--- config.mk ---
export PLATFORM = sky130hd
export DESIGN_NAME = uart_tx_engine
export DESIGN_NICKNAME = d
export VERILOG_FILES = /design/src/rtl/uart_tx_engine.sv
export SDC_FILE = /design/constraint.sdc
export NUM_CORES = 1
export LEC_CHECK = 0
export CAP_MARGIN = 20
export CORE_AREA = 10 10 147 149
export DETAILED_ROUTE_END_ITERATION = 8
export DIE_AREA = 0 0 157 159
export MAX_ROUTING_LAYER = met4
export PLACE_DENSITY = 0.85
export SYNTH_ARGS = -nofsm -noshare
export SYNTH_HDL_FRONTEND = slang
export SYNTH_SLANG_ARGS = --single-unit
--- constraint.sdc ---
create_clock -name clk_i -period 8.71 [get_ports clk_i]
set_input_delay 1.742 -clock clk_i [delete_from_list [all_inputs] [get_ports clk_i]]
set_output_delay 1.742 -clock clk_i [all_outputs]
set_load 0.05 [all_outputs]
--- src/rtl/uart_tx_engine.sv ---
// UART transmitter with an integrated TX FIFO.
// Data width, parity mode, stop-bit count and baud divisor are sampled when a
// word is popped from the FIFO, so changing the format never disturbs a frame
// already on the line.
module uart_tx_engine #(
    parameter int FIFO_DEPTH = 16,
    parameter int DIV_W      = 24,
    parameter int CNT_W      = $clog2(FIFO_DEPTH) + 1
) (
    input  logic             clk_i,
    input  logic             rst_i,
    input  logic [DIV_W-1:0] cfg_divisor_i,
    input  logic [1:0]       cfg_data_bits_i,
    input  logic [2:0]       cfg_parity_i,
    input  logic             cfg_stop2_i,
    input  logic             wr_en_i,
    input  logic [7:0]       din_i,
    output logic             full_o,
    output logic             empty_o,
    output logic [CNT_W-1:0] count_o,
    output logic             busy_o,
    output logic             overflow_o,
    output logic             tx_o
);

    localparam int PTR_W = $clog2(FIFO_DEPTH);

    typedef enum logic [2:0] {
        ST_IDLE   = 3'd0,
        ST_START  = 3'd1,
        ST_DATA   = 3'd2,
        ST_PARITY = 3'd3,
        ST_STOP1  = 3'd4,
        ST_STOP2  = 3'd5
    } state_t;

    // Clear the bits above the configured data width (0=5 .. 3=8 bits).
    function automatic logic [7:0] mask_data(input logic [7:0] d, input logic [1:0] bits);
        logic [7:0] m;
        case (bits)
            2'd0:    m = 8'h1F;
            2'd1:    m = 8'h3F;
            2'd2:    m = 8'h7F;
            default: m = 8'hFF;
        endcase
        return d & m;
    endfunction

    // Only the four defined parity codes add a parity bit; the rest mean none.
    function automatic logic parity_enabled(input logic [2:0] mode);
        logic en;
        case (mode)
            3'b001, 3'b010, 3'b100, 3'b101: en = 1'b1;
            default:                        en = 1'b0;
        endcase
        return en;
    endfunction

    // Parity bit over already-masked data (upper bits are zero).
    function automatic logic parity_value(input logic [7:0] d, input logic [2:0] mode);
        logic p;
        case (mode)
            3'b001:  p = ~^d;
            3'b010:  p = ^d;
            3'b101:  p = 1'b1;
            default: p = 1'b0;
        endcase
        return p;
    endfunction

    logic [1:0]       rst_sync_q;
    logic             rst_n_s;
    logic [7:0]       mem_q [FIFO_DEPTH];
    logic [PTR_W-1:0] wptr_q, wptr_d, rptr_q, rptr_d;
    logic [CNT_W-1:0] count_q, count_d;
    logic             full_q, full_d, empty_q, empty_d, ovf_q, ovf_d;
    logic             push_s, pop_s;
    state_t           state_q, state_d;
    logic [DIV_W-1:0] cnt_q, cnt_d, div_q, div_d, div_eff_s;
    logic [7:0]       shift_q, shift_d, head_s;
    logic [2:0]       bit_idx_q, bit_idx_d, last_idx_s;
    logic [1:0]       nbits_q, nbits_d;
    logic             par_en_q, par_en_d, par_bit_q, par_bit_d, stop2_q, stop2_d;
    logic             tx_q, tx_d, busy_q, busy_d;

    // Reset asserts asynchronously and is released through two flops.
    always_ff @(posedge clk_i or negedge rst_i) begin
        if (!rst_i) begin
            rst_sync_q <= 2'b00;
        end else begin
            rst_sync_q <= {rst_sync_q[0], 1'b1};
        end
    end

    assign rst_n_s    = rst_sync_q[1];
    assign div_eff_s  = (cfg_divisor_i == {DIV_W{1'b0}}) ? DIV_W'(1) : cfg_divisor_i;
    assign head_s     = mask_data(mem_q[rptr_q], cfg_data_bits_i);
    assign last_idx_s = {1'b0, nbits_q} + 3'd4;

    // FIFO bookkeeping: accept on not-full, drop and flag on full.
    always_comb begin
        push_s  = wr_en_i & ~full_q;
        ovf_d   = wr_en_i & full_q;
        wptr_d  = push_s ? wptr_q + PTR_W'(1) : wptr_q;
        rptr_d  = pop_s ? rptr_q + PTR_W'(1) : rptr_q;
        count_d = count_q + CNT_W'(push_s) - CNT_W'(pop_s);
        full_d  = (count_d == CNT_W'(FIFO_DEPTH));
        empty_d = (count_d == {CNT_W{1'b0}});
    end

    // Frame sequencer: next state, bit timer, shift register and next line level.
    always_comb begin
        pop_s     = 1'b0;
        state_d   = state_q;
        cnt_d     = cnt_q;
        tx_d      = tx_q;
        shift_d   = shift_q;
        bit_idx_d = bit_idx_q;
        div_d     = div_q;
        nbits_d   = nbits_q;
        par_en_d  = par_en_q;
        par_bit_d = par_bit_q;
        stop2_d   = stop2_q;
        case (state_q)
            ST_IDLE: begin
                tx_d = 1'b1;
                if (!empty_q) begin
                    pop_s     = 1'b1;
                    state_d   = ST_START;
                    tx_d      = 1'b0;
                    div_d     = div_eff_s;
                    cnt_d     = div_eff_s - DIV_W'(1);
                    nbits_d   = cfg_data_bits_i;
                    shift_d   = head_s;
                    bit_idx_d = 3'd0;
                    par_en_d  = parity_enabled(cfg_parity_i);
                    par_bit_d = parity_value(head_s, cfg_parity_i);
                    stop2_d   = cfg_stop2_i;
                end else begin
                    cnt_d = cnt_q;
                end
            end
            ST_START: begin
                if (cnt_q == {DIV_W{1'b0}}) begin
                    state_d = ST_DATA;
                    tx_d    = shift_q[0];
                    cnt_d   = div_q - DIV_W'(1);
                end else begin
                    cnt_d = cnt_q - DIV_W'(1);
                end
            end
            ST_DATA: begin
                if (cnt_q == {DIV_W{1'b0}}) begin
                    cnt_d = div_q - DIV_W'(1);
                    if (bit_idx_q == last_idx_s) begin
                        state_d = par_en_q ? ST_PARITY : ST_STOP1;
                        tx_d    = par_en_q ? par_bit_q : 1'b1;
                    end else begin
                        bit_idx_d = bit_idx_q + 3'd1;
                        shift_d   = {1'b0, shift_q[7:1]};
                        tx_d      = shift_q[1];
                    end
                end else begin
                    cnt_d = cnt_q - DIV_W'(1);
                end
            end
            ST_PARITY: begin
                if (cnt_q == {DIV_W{1'b0}}) begin
                    state_d = ST_STOP1;
                    tx_d    = 1'b1;
                    cnt_d   = div_q - DIV_W'(1);
                end else begin
                    cnt_d = cnt_q - DIV_W'(1);
                end
            end
            ST_STOP1: begin
                if (cnt_q == {DIV_W{1'b0}}) begin
                    state_d = stop2_q ? ST_STOP2 : ST_IDLE;
                    tx_d    = 1'b1;
                    cnt_d   = stop2_q ? div_q - DIV_W'(1) : {DIV_W{1'b0}};
                end else begin
                    cnt_d = cnt_q - DIV_W'(1);
                end
            end
            ST_STOP2: begin
                if (cnt_q == {DIV_W{1'b0}}) begin
                    state_d = ST_IDLE;
                    tx_d    = 1'b1;
                end else begin
                    cnt_d = cnt_q - DIV_W'(1);
                end
            end
            default: begin
                state_d = ST_IDLE;
                tx_d    = 1'b1;
            end
        endcase
        busy_d = (state_d != ST_IDLE);
    end

    // FIFO storage; contents are only meaningful between the pointers.
    always_ff @(posedge clk_i or negedge rst_n_s) begin
        if (!rst_n_s) begin
            for (int i = 0; i < FIFO_DEPTH; i++) begin
                mem_q[i] <= 8'h00;
            end
        end else if (push_s) begin
            mem_q[wptr_q] <= din_i;
        end
    end

    // State, frame and flag registers.
    always_ff @(posedge clk_i or negedge rst_n_s) begin
        if (!rst_n_s) begin
            wptr_q    <= {PTR_W{1'b0}};
            rptr_q    <= {PTR_W{1'b0}};
            count_q   <= {CNT_W{1'b0}};
            full_q    <= 1'b0;
            empty_q   <= 1'b1;
            ovf_q     <= 1'b0;
            state_q   <= ST_IDLE;
            cnt_q     <= {DIV_W{1'b0}};
            div_q     <= DIV_W'(1);
            shift_q   <= 8'h00;
            bit_idx_q <= 3'd0;
            nbits_q   <= 2'd3;
            par_en_q  <= 1'b0;
            par_bit_q <= 1'b0;
            stop2_q   <= 1'b0;
            tx_q      <= 1'b1;
            busy_q    <= 1'b0;
        end else begin
            wptr_q    <= wptr_d;
            rptr_q    <= rptr_d;
            count_q   <= count_d;
            full_q    <= full_d;
            empty_q   <= empty_d;
            ovf_q     <= ovf_d;
            state_q   <= state_d;
            cnt_q     <= cnt_d;
            div_q     <= div_d;
            shift_q   <= shift_d;
            bit_idx_q <= bit_idx_d;
            nbits_q   <= nbits_d;
            par_en_q  <= par_en_d;
            par_bit_q <= par_bit_d;
            stop2_q   <= stop2_d;
            tx_q      <= tx_d;
            busy_q    <= busy_d;
        end
    end

    assign full_o     = full_q;
    assign empty_o    = empty_q;
    assign count_o    = count_q;
    assign busy_o     = busy_q;
    assign overflow_o = ovf_q;
    assign tx_o       = tx_q;

endmodule

==> results of run 1 <==
[stage by stage]
step	cells	total power, mW	util	worst slack (ns)	cell area [sq um]
floorplan	1026	2.30	-	2.28	11200
global placement	1269	2.51	0.637	3.32	11800
global route	1311	3.68	0.675	3.59	12500
finish	1311	3.50	0.675	3.78	12500
CTS	1311	3.51	0.675	3.82	12500
detailed placement	1269	2.58	0.637	3.28	11800
[final cells by class]
cell class | count | area, sq um | share of cell area
inverters | 27 | 101 | 0.00808
clock inverters | 7 | 41.3 | 0.00329
flip-flops and latches | 215 | 5390 | 0.430
well taps | 234 | 293 | 0.0233
multi-input cells | 733 | 5470 | 0.436
clock buffers | 35 | 671 | 0.0535
repair buffers | 60 | 576 | 0.0459
[kinds of logic (layout without fill, tap and decap cells)]
| family | Yosys count | after routing |
|---|---|---|
| flops | 215 | 215 |
| compound gates | 162 | 162 |
| mux | 168 | 168 |
| simple gates | 324 | 324 |
| other cells | 1 | 1 |
| fa+ha+maj | 16 | 16 |
| xor+xnor | 62 | 62 |
| buf+inv | 78 | 129 |
[worst max path at each step]
stage / from / slack (ns) / endpoint / cells past startpoint
6_report: cfg_divisor_i[18] / 3.78 / cnt_q[22]$_DFFE_PN0P_ / 14
5_1_grt: cfg_divisor_i[18] / 3.59 / cnt_q[22]$_DFFE_PN0P_ / 14
4_1_cts: cfg_divisor_i[18] / 3.82 / cnt_q[22]$_DFFE_PN0P_ / 14
3_5_place_dp: cfg_divisor_i[18] / 3.28 / cnt_q[22]$_DFFE_PN0P_ / 14
3_3_place_gp: cfg_divisor_i[18] / 3.32 / cnt_q[22]$_DFFE_PN0P_ / 14
2_1_floorplan: rst_sync_q[1]$_DFF_PN0_ / 2.28 / bit_idx_q[0]$_DFFE_PN0P_ / 0
[state kept, by name, indices dropped and copies added (netlist names)]
name,flops
mem_q,128
cnt_q,24
div_q,24
shift_q,8
count_o,5
rptr_q,4
wptr_q,4
bit_idx_q,3
state_q,3
nbits_q,2
rst_sync_q,2
busy_o,1
empty_o,1
full_o,1
overflow_o,1
par_bit_q,1
par_en_q,1
stop2_q,1
tx_o,1
[critical path: cells and delay by family]
kind / cells / cell delay, ns
AO/OA/AOI/OAI: 4 / 0.49
XOR/XNOR: 1 / 0.14
adder cells (fa/ha/maj): 1 / 0.29
buffers and inverters: 1 / 0.48
AND/OR/NAND/NOR: 7 / 2.15
[metal layers]
metal	part of all wire	vias to the layer above	routed length (microns)	track usage
met2	0.51	292	13300	0.354
met3	0.060	82	1560	0.0389
met1	0.39	4046	10300	0.253
met4	0.036	0	932	0.0871
li1	-	3736	-	-
met5	0	-	0	-
[report_power, final]
group / internal, mW / switching [mW] / total (mW)
Clock: 0.531 / 0.386 / 0.917
Sequential: 1.35 / 0.217 / 1.56
Combinational: 0.562 / 0.452 / 1.01
Total: 2.44 / 1.06 / 3.50
[placed cells by master, fill, tap and decap left out, types with 6 or more instances in the layout]
master / n
mux4_2: 29
nor2_1: 77
or3_1: 9
xor2_1: 19
a221oi_1: 8
nor2b_1: 12
mux2_1: 9
clkbuf_16: 23
clkdlybuf4s50_1: 50
clkbuf_1: 7
xnor2_1: 41
nand3_1: 17
a31oi_1: 12
o21ai_1: 45
nor3_1: 21
nand2_1: 132
o21ai_0: 15
mux2i_1: 9
a22oi_1: 9
inv_1: 26
or4_1: 9
mux2_2: 121
o22ai_1: 20
dfrtp_1: 208
nor4_1: 11
buf_4: 10
a21oi_1: 26
nand2b_1: 6
and3_1: 6
ha_1: 15
==> qor.csv, run 1 <==
stage,metric,value,unit
clocking,Post-CTS Resized,0,
worst_hold_path,origin of the worst min-delay path,rst_sync_q[0]$_DFF_PN0_,
cells_and_area,Antenna diodes,0,
cells_and_area,Fillers,1336,
global_routing,pin count of the biggest net entering global routing,77,
placement,detailed-placement wirelength estimate,17300,microns
setup_path,Critical R2R Capture,full_o$_DFF_PN0_,
worst_hold_path,Worst Hold End,rst_sync_q[1]$_DFF_PN0_,
logic_synthesis,Cell variety after synth,58,
logic_synthesis,mux share of post-synthesis cell area,0.198,
clocking,Skew-Pair Late Insertion Delay,0.51,ns
setup_path,Worst Reg-to-Reg Cells,11,
logic_synthesis,post-synthesis adder-cell area fraction,0.0186,
route,DR pass1 iterations,5,
logic_synthesis,Synth Warn #,0,
clocking,CTS Buffer Depth,3,
logic_synthesis,"Seq/Total Area, Yosys",0.482,
flow_run,Max-Cap Viols,0,
setup_path,critical path arrival,5.31,ns
worst_hold_path,Hold Path Cell Cnt,0,
die,initial core utilization,0.601,
clocking,Root Buffer Master,clkbuf_16,
logic_synthesis,Syn Nets,1083,
logic_synthesis,area of the mapped netlist,11200,sq um
route,Starting DRT DRC Count,475,
logic_synthesis,syn_area_per_cell,10.9,sq um
global_routing,first-pass GRT wire length,42900,microns
clocking,post-CTS setup buffer count,0,
route,post-DR vias/cell,6.22,
sta,Fin Clk Skew,0.00511,ns
cells_and_area,synthesis-to-layout area growth,12.3,%
setup_path,r2r setup slk,4.93,ns
logic_synthesis,share of the synthesized area in the top cell type,0.470,
route,Remaining DRCs,0,
setup_path,WS Path Type,in -> reg,
sta,final hold vios,0,
sta,slew of the pin with the lowest slew margin,1.03,ns
sta,final worst-path cycle share,0.566,
logic_synthesis,largest family of logic cells by synthesized area,multiplexers,
power_and_ir_drop,Peak VDD IR,0.000231,V
sta,Final min period,4.93,ns
logic_synthesis,synth top area cells,"dfrtp_1, mux2_2, mux4_2, nand2_1, xnor2_1",
global_routing,initial antenna violation count,0,
logic_synthesis,post-synthesis compound-gate area fraction,0.0880,
setup_path,Crit-path slowest cell,or4_1,
cells_and_area,share of cells above drive strength 1,0.189,
logic_synthesis,#FFs+latches synth,215,
clocking,CTS Sinks,215,
clocking,total CTS buffers,23,
placement,Final Wtd Congestion,0.977,
logic_synthesis,post-synthesis cell count,1026,
route,Final ANT Viol Nets,0,
setup_path,Crit path largest cell delay,0.61,ns
logic_synthesis,Post-synth top cells,"dfrtp_1, nand2_1, mux2_2",
sta,hold_ws,0.356,ns
logic_synthesis,"EDFF count, synth",0,
die,die footprint,25000,sq um
setup_path,crit path launch type,input port,
logic_synthesis,Synth area leader,dfrtp_1,
die,die height,159,microns
setup_path,CP Capture Type,flop,
logic_synthesis,Synth Area in Simple Gates,0.134,
setup_path,critical path required time,9.09,ns
die,io pins,51,
logic_synthesis,"count leader, synth",dfrtp_1,
setup_path,Crit path top cell by count,or4_1,
clocking,cts-stage hold buffer count,0,
route,post-detailed-route wirelength per cell,19.9,microns
global_routing,GRT Util Overall,0.215,
power_and_ir_drop,PD cells,279,nW/um^2
route,vias,8156,
global_routing,vias in the first global route,8459,
logic_synthesis,Main synth FF type,dfrtp_1,
global_routing,total grt overflow,0,
run_status,outcome,"complete, no violations",
sta,Worst slew margin,0.307,
sta,final count of negative-setup-slack endpoints,0,
sta,FMAX,203,MHz
die,Die Wd,157,microns
worst_hold_path,HP Class,reg -> reg,
setup_path,cell chain of the critical path,"clkdlybuf4s50_1, or4_1, or4_1, and4bb_1, a31oi_1, ha_1, nor2b_1, nand4_1, nor2_1, nand2_1, xor2_1, o22ai_1, a21oi_1, o21ai_1",
cells_and_area,# nets final,1117,
placement,IO buf count,50,
die,area of the core,18600,sq um
power_and_ir_drop,leakage,5.33,nW
logic_synthesis,ys async rst share,1.00,
setup_path,critical path peak fanout,5,
sta,Final Max Slew Viols,0,
logic_synthesis,xor and xnor area share after synthesis,0.0511,
sta,RSZ-0062 raised after global routing,false,
clocking,"Clk pin slew, worst setup/hold paths",0.06,ns
route,final wirelength,26100,microns
die,Row Count,50,
clocking,CTS tree,yes,
setup_path,beginning of the worst register-to-register path,state_q[2]$_DFF_PN0_,
sta,Setup TNS,0,ns
clocking,Max H-tree Level,1,
(Power assumes the default switching activity.)
==> run 2: changes to the inputs <==
clock period = 4.65 ns   (was 8.71 ns; I/O delays follow)
==> qor.csv, run 2 (synthesis gave the netlist of run 1 again) <==
stage,metric,value,unit,change
global_routing,initial antenna violation count,0,,unchanged
die,Die Wd,157,microns,unchanged
route,Remaining DRCs,0,,unchanged
global_routing,GRT Util Overall,0.227,,was 0.215
run_status,outcome,"complete, no violations",,unchanged
setup_path,cell chain of the critical path,"clkdlybuf4s50_1, or4_1, or4_1, and4bb_1, a31oi_1, ha_1, nor2b_1, nand4_1, nor2_1, nand2_1, xor2_1, o22ai_1, a21oi_1, o21ai_1",,unchanged
clocking,total CTS buffers,24,,was 23
route,post-detailed-route wirelength per cell,20.6,microns,was 19.9 microns
cells_and_area,share of cells above drive strength 1,0.199,,was 0.189
setup_path,crit path launch type,input port,,unchanged
cells_and_area,"commonest non-fill, non-tap cell in the layout",dfrtp_1,,unchanged
clocking,post-CTS setup buffer count,0,,unchanged
setup_path,CP Capture Type,flop,,unchanged
setup_path,WS Path Type,in -> reg,,unchanged
die,area of the core,18600,sq um,unchanged
cells_and_area,max reg flops,128,,unchanged
cells_and_area,# nets final,1130,,was 1117
power_and_ir_drop,leakage,5.43,nW,was 5.33 nW
die,io pins,51,,unchanged
setup_path,beginning of the worst register-to-register path,rptr_q[0]$_DFFE_PN0N_,,was state_q[2]$_DFF_PN0_
die,die height,159,microns,unchanged
cells_and_area,Top Registers,"mem_q (128), cnt_q (24), div_q (24)",,unchanged
clocking,"Clk pin slew, worst setup/hold paths",0.06,ns,about the same
setup_path,number of buffer and inverter stages on the critical path,1,,unchanged
die,initial core utilization,0.601,,unchanged
setup_path,Crit path largest cell delay,0.56,ns,was 0.61 ns
die,die footprint,25000,sq um,unchanged
sta,FMAX,246,MHz,
clocking,Skew-Pair Late Insertion Delay,0.53,ns,was 0.51 ns
global_routing,first-pass GRT wire length,44900,microns,was 42900 microns
placement,DP Cell Count,1281,,was 1269
sta,Fin Clk Skew,0.0138,ns,was 0.00511 ns
cells_and_area,"commonest cells after routing, fill and taps aside","dfrtp_1, nand2_1, mux2_2",,unchanged
placement,Final Wtd Congestion,0.896,,was 0.977
clocking,cts-stage hold buffer count,0,,unchanged
setup_path,Critical R2R Capture,par_bit_q$_DFFE_PN0N_,,was full_o$_DFF_PN0_
sta,final hold vios,0,,unchanged
sta,final setup margin,0.586,ns,was 3.78 ns
clocking,CTS tree,yes,,unchanged
clocking,CTS Buffer Depth,3,,unchanged
sta,Final Max Slew Viols,0,,unchanged
route,Final ANT Viol Nets,0,,unchanged
sta,Final min period,4.06,ns,
sta,final count of negative-setup-slack endpoints,0,,unchanged
route,Starting DRT DRC Count,511,,was 475
cells_and_area,fin util,0.685,,was 0.675
clocking,Root Buffer Master,clkbuf_16,,unchanged
setup_path,critical path arrival,4.45,ns,was 5.31 ns
setup_path,Crit path top cell by count,or4_1,,unchanged
clocking,CTS Sinks,215,,unchanged
sta,Worst slew margin,0.314,,was 0.307
global_routing,pin count of the biggest net entering global routing,191,,was 77
clocking,Post-CTS Resized,0,,unchanged
route,final wirelength,27300,microns,was 26100 microns
power_and_ir_drop,PD cells,531,nW/um^2,was 279 nW/um^2
clocking,Max H-tree Level,1,,unchanged
sta,RSZ-0062 raised after global routing,false,,unchanged
flow_run,Max-Cap Viols,0,,unchanged
cells_and_area,synthesis-to-layout area growth,14.0,%,was 12.3%
setup_path,top cell family by delay on the critical path,simple AND/OR/NAND/NOR gates,,unchanged
die,Row Count,50,,unchanged
placement,IO buf count,50,,unchanged
sta,slew of the pin with the lowest slew margin,1.03,ns,about the same
setup_path,Worst Reg-to-Reg Cells,8,,was 11
placement,"worst slack, placed",0.115,ns,was 3.28 ns
route,DR pass1 iterations,5,,unchanged
placement,detailed-placement wirelength estimate,18100,microns,was 17300 microns
route,post-DR vias/cell,6.29,,was 6.22
power_and_ir_drop,Peak VDD IR,0.000418,V,was 0.000231 V
cells_and_area,Antenna diodes,0,,unchanged
setup_path,critical path peak fanout,5,,unchanged
sta,final worst-path cycle share,0.874,,
route,vias,8325,,was 8156
global_routing,total grt overflow,0,,unchanged
worst_hold_path,HP Class,reg -> async,,was reg -> reg
global_routing,vias in the first global route,8732,,was 8459
setup_path,r2r setup slk,1.28,ns,was 4.93 ns
sta,Setup TNS,0,ns,unchanged
setup_path,Crit-path slowest cell,or4_1,,unchanged
cells_and_area,final non-filler cell total,1324,,was 1311
setup_path,critical path required time,5.03,ns,was 9.09 ns
cells_and_area,Largest Register,mem_q,,unchanged
[run 2: layout make-up]
class,instances,area (sq um)
repair buffers,72,678
inverters,27,101
fillers,1345,5850
well taps,234,293
clock inverters,7,98.8
multi-input cells,733,5460
clock buffers,36,706
flip-flops and latches,215,5390
[run 2: where the power goes]
part | internal, mW | leakage, nW | switching (mW)
sequential | 2.52 | 2.62 | 0.416
combinational | 1.06 | 2.41 | 0.864
clock | 1.16 | 0.393 | 0.746
total | 4.74 | 5.43 | 2.03
[run 2: per-layer routing]
layer  wire (microns)  vias up  GRT usage
li1                 -     3776          -
met1            10200     4106      0.255
met2            14100      345      0.388
met3             1810       98     0.0378
met4             1190        0     0.0996
met5                0        -          -
[run 2: through the flow]
step / hold slack, ns / area, sq um / total power, mW
after floorplan: 0.331 / 11200 / 4.30
after global placement: 0.240 / 11900 / 4.71
after detailed placement: 0.247 / 11900 / 4.85
after CTS: 0.248 / 12700 / 6.80
after global routing: 0.256 / 12700 / 7.12
final: 0.235 / 12700 / 6.76
[run 2: worst max path at each step]
stage                            from                    end  slack [ns]  depth (start not counted)
CTS                 cfg_divisor_i[18]  cnt_q[22]$_DFFE_PN0P_        0.64                         14
finish              cfg_divisor_i[18]  cnt_q[22]$_DFFE_PN0P_        0.59                         14
global route        cfg_divisor_i[18]  cnt_q[22]$_DFFE_PN0P_        0.44                         14
global placement    cfg_divisor_i[18]  cnt_q[22]$_DFFE_PN0P_        0.18                         14
detailed placement  cfg_divisor_i[18]  cnt_q[22]$_DFFE_PN0P_        0.12                         14
floorplan           cfg_divisor_i[18]  cnt_q[22]$_DFFE_PN0P_        0.98                         13
==> run 3: changes to the inputs <==
SKIP_LAST_GASP = 1   (was unset)
==> results of run 3 <==
Final layout, timing and power as in run 2 (identical DEF).
